--- src/rtl/store_check_monitor.sv ---
// Store-stream checker: compares observed data-memory writes against a loaded table of expected stores.
// Optional idle timeout enabled by defining STORE_CHECK_TIMEOUT_EN.
module store_check_monitor #(
    parameter int MP_DATA_WIDTH = 32,
    parameter int MP_DEPTH      = 64,
    parameter int MP_IDX_WIDTH  = 6,
    parameter int MP_ORDERED    = 1,
    parameter int MP_IGN_BASE   = 96,
    parameter int MP_IGN_SIZE   = 4,
    parameter int MP_END_ADDR   = 40,
    parameter int MP_END_DATA   = 30,
    parameter int MP_TIMEOUT    = 1024
) (
    input  logic                     iclk,
    input  logic                     irst,
    input  logic                     iexp_we,
    input  logic [MP_DATA_WIDTH-1:0] iexp_addr,
    input  logic [MP_DATA_WIDTH-1:0] iexp_data,
    input  logic                     istart,
    input  logic                     imem_wr,
    input  logic [MP_DATA_WIDTH-1:0] iaddr,
    input  logic [MP_DATA_WIDTH-1:0] iwdata,
    output logic [1:0]               ostate,
    output logic [MP_IDX_WIDTH:0]    oexp_cnt,
    output logic [MP_IDX_WIDTH:0]    opass_cnt,
    output logic                     odone,
    output logic                     opass,
    output logic [1:0]               ofail_code,
    output logic [MP_DATA_WIDTH-1:0] ofail_addr,
    output logic [MP_DATA_WIDTH-1:0] ofail_data
);

    localparam int LP_CNT_W = MP_IDX_WIDTH + 1;
    localparam logic [LP_CNT_W-1:0]      LP_DEPTH    = LP_CNT_W'(MP_DEPTH);
    localparam logic [MP_DATA_WIDTH-1:0] LP_IGN_LO   = MP_DATA_WIDTH'(MP_IGN_BASE);
    localparam logic [MP_DATA_WIDTH:0]   LP_IGN_HI   = (MP_DATA_WIDTH+1)'(MP_IGN_BASE + MP_IGN_SIZE);
    localparam logic [MP_DATA_WIDTH-1:0] LP_END_ADDR = MP_DATA_WIDTH'(MP_END_ADDR);
    localparam logic [MP_DATA_WIDTH-1:0] LP_END_DATA = MP_DATA_WIDTH'(MP_END_DATA);

    typedef enum logic [1:0] {
        S_LOAD = 2'b00,
        S_RUN  = 2'b01,
        S_PASS = 2'b10,
        S_FAIL = 2'b11
    } state_t;

    state_t r_state, w_next_state;

    logic [MP_DATA_WIDTH-1:0] r_tab_addr [MP_DEPTH];
    logic [MP_DATA_WIDTH-1:0] r_tab_data [MP_DEPTH];
    logic [MP_DEPTH-1:0]      r_matched;
    logic [MP_DEPTH-1:0]      w_match;
    logic [LP_CNT_W-1:0]      r_exp_cnt, r_pass_cnt;
    logic                     r_done, r_pass;
    logic [1:0]               r_fail_code, w_fail_code;
    logic [MP_DATA_WIDTH-1:0] r_fail_addr, r_fail_data;
    logic                     w_sentinel, w_ignored, w_load_wr;
    logic                     w_ord_hit, w_unord_hit, w_hit, w_take, w_timeout;
    logic [MP_IDX_WIDTH-1:0]  w_rd_idx, w_hit_idx;

    assign w_load_wr  = (r_state == S_LOAD) && iexp_we && (r_exp_cnt < LP_DEPTH);
    assign w_sentinel = (iaddr == LP_END_ADDR) && (iwdata == LP_END_DATA);
    assign w_ignored  = (iaddr >= LP_IGN_LO) && ({1'b0, iaddr} < LP_IGN_HI);

    // In ordered mode the pass count doubles as the read pointer into the table.
    assign w_rd_idx  = r_pass_cnt[MP_IDX_WIDTH-1:0];
    assign w_ord_hit = (r_pass_cnt < r_exp_cnt) &&
                       (r_tab_addr[w_rd_idx] == iaddr) && (r_tab_data[w_rd_idx] == iwdata);

    for (genvar g = 0; g < MP_DEPTH; g++) begin : g_match
        assign w_match[g] = !r_matched[g] && (LP_CNT_W'(g) < r_exp_cnt) &&
                            (r_tab_addr[g] == iaddr) && (r_tab_data[g] == iwdata);
    end

    // Lowest-index unmatched entry wins so duplicates are consumed in table order.
    always_comb begin
        w_unord_hit = |w_match;
        w_hit_idx   = '0;
        for (int i = MP_DEPTH - 1; i >= 0; i--) begin
            if (w_match[i]) begin
                w_hit_idx = MP_IDX_WIDTH'(i);
            end
        end
    end

    assign w_hit = (MP_ORDERED != 0) ? w_ord_hit : w_unord_hit;

`ifdef STORE_CHECK_TIMEOUT_EN
    localparam int LP_TO_W = $clog2(MP_TIMEOUT + 1);
    logic [LP_TO_W-1:0] r_idle_cnt;

    assign w_timeout = (r_state == S_RUN) && !imem_wr &&
                       (r_idle_cnt == LP_TO_W'(MP_TIMEOUT - 1));

    always_ff @(posedge iclk) begin
        if (irst || (r_state != S_RUN) || imem_wr || (w_next_state != S_RUN)) begin
            r_idle_cnt <= '0;
        end else begin
            r_idle_cnt <= r_idle_cnt + 1'b1;
        end
    end
`else
    logic w_unused_timeout;
    assign w_timeout        = 1'b0;
    assign w_unused_timeout = (MP_TIMEOUT != 0);
`endif

    always_ff @(posedge iclk) begin
        if (irst) begin
            r_state <= S_LOAD;
        end else begin
            r_state <= w_next_state;
        end
    end

    always_comb begin
        w_next_state = r_state;
        w_take       = 1'b0;
        w_fail_code  = 2'd0;
        case (r_state)
            S_LOAD: begin
                if (istart) begin
                    w_next_state = S_RUN;
                end
            end
            S_RUN: begin
                if (imem_wr) begin
                    if (w_sentinel) begin
                        if (r_pass_cnt == r_exp_cnt) begin
                            w_next_state = S_PASS;
                        end else begin
                            w_next_state = S_FAIL;
                            w_fail_code  = 2'd2;
                        end
                    end else if (!w_ignored) begin
                        if (w_hit) begin
                            w_take = 1'b1;
                        end else begin
                            w_next_state = S_FAIL;
                            w_fail_code  = 2'd1;
                        end
                    end
                end else if (w_timeout) begin
                    w_next_state = S_FAIL;
                    w_fail_code  = 2'd3;
                end
            end
            default: begin
            end
        endcase
    end

    // Table storage carries no reset; entries above oexp_cnt are never consulted.
    always_ff @(posedge iclk) begin
        if (w_load_wr) begin
            r_tab_addr[r_exp_cnt[MP_IDX_WIDTH-1:0]] <= iexp_addr;
            r_tab_data[r_exp_cnt[MP_IDX_WIDTH-1:0]] <= iexp_data;
        end
    end

    always_ff @(posedge iclk) begin
        if (irst) begin
            r_exp_cnt   <= '0;
            r_pass_cnt  <= '0;
            r_matched   <= '0;
            r_done      <= 1'b0;
            r_pass      <= 1'b0;
            r_fail_code <= 2'd0;
            r_fail_addr <= '0;
            r_fail_data <= '0;
        end else begin
            if (w_load_wr) begin
                r_exp_cnt <= r_exp_cnt + 1'b1;
            end
            if (w_take) begin
                r_pass_cnt <= r_pass_cnt + 1'b1;
                if (MP_ORDERED == 0) begin
                    r_matched[w_hit_idx] <= 1'b1;
                end
            end
            if (w_fail_code != 2'd0) begin
                r_fail_code <= w_fail_code;
                r_fail_addr <= (w_fail_code == 2'd1) ? iaddr  : '0;
                r_fail_data <= (w_fail_code == 2'd1) ? iwdata : '0;
            end
            r_done <= (w_next_state == S_PASS) || (w_next_state == S_FAIL);
            r_pass <= (w_next_state == S_PASS);
        end
    end

    assign ostate     = r_state;
    assign oexp_cnt   = r_exp_cnt;
    assign opass_cnt  = r_pass_cnt;
    assign odone      = r_done;
    assign opass      = r_pass;
    assign ofail_code = r_fail_code;
    assign ofail_addr = r_fail_addr;
    assign ofail_data = r_fail_data;

endmodule

--- config.mk ---
export PLATFORM = sky130hd
export DESIGN_NAME = store_check_monitor
export DESIGN_NICKNAME = d
export VERILOG_FILES = /design/src/rtl/store_check_monitor.sv
export SDC_FILE = /design/constraint.sdc
export NUM_CORES = 2
export LEC_CHECK = 0
export CAP_MARGIN = 5
export CORE_UTILIZATION = 50
export DETAILED_ROUTE_END_ITERATION = 16
export PLACE_DENSITY_LB_ADDON = 0.1
export RECOVER_POWER = 50
export SLEW_MARGIN = 20
export SYNTH_ARGS = -nofsm -noshare
export SYNTH_HDL_FRONTEND = slang
export SYNTH_SLANG_ARGS = --single-unit
--- constraint.sdc ---
create_clock -name iclk -period 14.64 [get_ports iclk]
set_input_delay 3.66 -clock iclk [delete_from_list [all_inputs] [get_ports iclk]]
set_output_delay 3.66 -clock iclk [all_outputs]
set_load 0.005 [all_outputs]
==> key figures <==
Floorplan
  • Die Y: 572 µm
  • Initial Util: 50.4%
  • Die area: 0.327 mm²
  • Num rows: 208
  • # IOs: 217
  • Die W: 572 µm
  • Core area: 0.322 mm²

Clock network
  • Htree depth: 5
  • Clock buffer depth: 4
  • CTS tree: yes
  • Post-CTS setup buffer count: 0
  • Cts bufs inserted: 430
  • Clock Sinks: 4,186
  • Post-cts sizing count: 0
  • CTS hold repair buffers: 0
  • Reg clk slew, reported paths: 0.06 ns
  • Root Buffer: clkbuf_16
  • Worst-skew pair later-pin latency: 0.99 ns

Yosys
  • Yosys top cell area share: 75.7%
  • Yosys top cell by area: edfxtp_1
  • Synth cell count leaders: 4,096 x edfxtp_1, 960 x mux2i_1, 595 x mux4_2, 426 x a22oi_1, 239 x nand3_1
  • Main synth FF type: edfxtp_1
  • Synth Net Count: 8,150
  • Mapped Cells: 8,008
  • Syn Std Cell Area: 0.162 mm²
  • Synth Register Bits: 4,186
  • Unique masters post-synth: 86
  • Post-Syn Area per Cell: 20.3 µm²
  • Count leader, synth: edfxtp_1
  • Synth warnings: 0
  • Sequential-to-total area share from yosys stat: 76.9%
  • Post-synth EDFFs: 4,096
  • Ys async rst share: 0%
  • Cells taking the most area after synthesis: edfxtp_1 76%, mux4_2 8.3%, mux2i_1 5.9%, a22oi_1 2.0%, dfxtp_1 1.1%

Worst setup path
  • Crit. End Element: register
  • Worst path most repeated cell: buf_4
  • Required @ worst endpoint: 15.20 ns
  • Slowest CP cell: nor2_1
  • Critical-path cell list: dlygate4sd3_1 -> nor4b_1 -> clkbuf_1 -> and2_0 -> nand3_1 -> nor2_1 -> buf_4 -> buf_4
  • Startpoint class of the critical path: primary input
  • Arrival time at the worst endpoint: 9.09 ns
  • CP max FO: 26
  • Worst path bufs/invs: 4
  • Delay-heaviest family, CP: simple AND/OR/NAND/NOR gates
  • Crit Path Class: primary input to register
  • CP max stage delay: 2.13 ns

Pwr
  • Seq pwr share: 53.9%
  • Net Sw Power: 4970 µW
  • Max VDD drop: 118 µV
  • Switching part of the total: 20.2%
  • Comb power frac: 1.9%
  • Design internal power: 19,600 µW
  • Clock share of power: 44.3%
  • PwrDens: 134 mW/mm²
  • Leak pwr: 0.0550 µW

Outcome
  • Violated checks: max-capacitance violations, max-slew violations
  • Status: finished, violations left

STA
  • Fin Setup TNS: 0 ns
  • Final number of setup-violating endpoints: 0
  • Final setup margin: 6.12 ns
  • Clk_skew: 0.0676 ns
  • Max Fclk: 0.117 GHz
  • Final min period: 8.52 ns
  • Unrepaired setup endpoints after global routing: false
  • Max-slew violation count: 4,197
  • Endpoints failing hold: 0
  • Worst hold slack: 0.465 ns
  • Least-Margin Pin Slew: 3.72 ns
  • Rel. slew slack: -148%
  • Final period utilization: 58.2%

Placed design
  • Gp weighted congestion: 0.905
  • Port-buffer cells: 216
  • Post-Place Worst Slack: 6.28 ns
  • Detailed placement HPWL: 300 mm

Detailed routing
  • Residual DRC: 0
  • Wirelength per Cell: 40.8 µm
  • WL final: 536 mm
  • Vias per inst: 6.71
  • Pre-Repair DR Iteration Count: 6
  • Via count: 88,300
  • Initial DRC Count: 12,700
  • Final ANT Viol Nets: 0

Cells and area
  • Area growth from synthesis to layout: 12.9%
  • Fin nets: 8,633
  • Layout cells sized above 1: 18.3%

Worst hold path
  • Worst hold-check path type: register to register

Global route
  • Largest net degree at the start of global routing: 124
  • Grt ovf: 0
  • Gr usage total: 32.5%
  • Vias in the first global route: 84,700
  • First-pass GRT wire length: 722 mm
  • Initial antenna violation count: 39

Flow run
  • Max-cap viol count: 69
-- power groups by stage --
stage                     Sequential, µW  Clock (µW)  Combinational (µW)
after floorplan                    13500           0                 101
after global placement             13500           0                 448
after detailed placement           13500           0                 461
after CTS                          13200       11000                 462
after global routing               13200       11400                 477
final                              13200       10900                 462
-- flip-flops by register name, summed over array words and instances, names as in the netlist, 2 cells and up, named ones only --
name,count
r_tab_addr,2048
r_tab_data,2048
ofail_addr,32
ofail_data,32
oexp_cnt,7
opass_cnt,7
ofail_code,2
ostate,2
-- final cells by class --
class                      count  area [µm²]
fill                       24400      139000
sequential                  4186      125000
multi-input combinational   3349       35100
clock buffer                 524       11300
tap                         4305        5390
timing repair buffer         506        4130
clock inverter               257        2470
inverter                      18        73.8
antenna                       15        37.5
-- path summary, 6_finish.rpt --
| check | startpoint | end | slack [ns] | cells past startpoint |
|---|---|---|---|---|
| worst max-delay path | iexp_we | r_tab_data[47][20] | 6.12 | 8 |
| worst min-delay path | ofail_code[0] | ofail_code[0] | 0.47 | 2 |
| worst min register to register | ofail_code[0] | ofail_code[0] | 0.47 | 2 |
| worst max register to register | register | ofail_data[17] | 6.53 | 16 |
-- metal layers --
metal  GRT usage, %  vias to the layer above  routed length (µm)
met3           5.45                     1040               49300
met5              0                        -                 146
li1               -                    34400                   -
met1           45.1                    47700              208000
met2           51.2                     5185              252000
met4           14.1                       22               27200
-- metrics by stage --
step | area (µm²) | std cells | utilization, % | total power (µW)
finish | 183000 | 13200 | 56.9 | 24600
global route | 183000 | 13100 | 56.9 | 25100
CTS | 184000 | 13100 | 57.0 | 24600
detailed placement | 170000 | 12400 | 52.7 | 13900
global placement | 170000 | 12400 | 52.7 | 13900
floorplan | 162000 | 8008 | - | 13600
-- kinds of logic after synthesis --
group / count (synthesis) / synth area share (%)
AO/OA/AOI/OAI: 836 / 3.77
XOR/XNOR: 56 / 0.302
adder cells (fa/ha/maj): 9 / 0.0694
buffers and inverters: 473 / 1.85
flip-flops: 4186 / 76.9
multiplexers: 1575 / 14.3
AND/OR/NAND/NOR: 873 / 2.83
-- layout by cell type (no fill, tap or decap), types with 84 or more instances in the layout --
cell                n
a22oi_1           426
clkdlybuf4s50_1   151
buf_4             248
edfxtp_1         4096
mux2i_1           960
mux4_2            595
nand2_1           144
clkbuf_1          152
dfxtp_1            84
clkinv_1          108
nor2_1            114
clkbuf_16         440
nand3_1           239
-- worst register-to-register path, stage by stage, from the launching register on --
cell      delay [ns]
dfxtp_4         0.75
buf_4           0.66
buf_4           0.75
buf_12          0.71
nand2b_1        0.54
nor2_1          0.10
a22o_1          0.21
o21ai_0         0.60
a31o_2          0.27
nand3_1         0.12
nor4b_2         0.94
nand4_1         0.33
nor4_1          0.73
a21o_1          0.41
buf_4           0.50
and4_1          0.30
a31o_1          0.11
(Power assumes the default switching activity.)
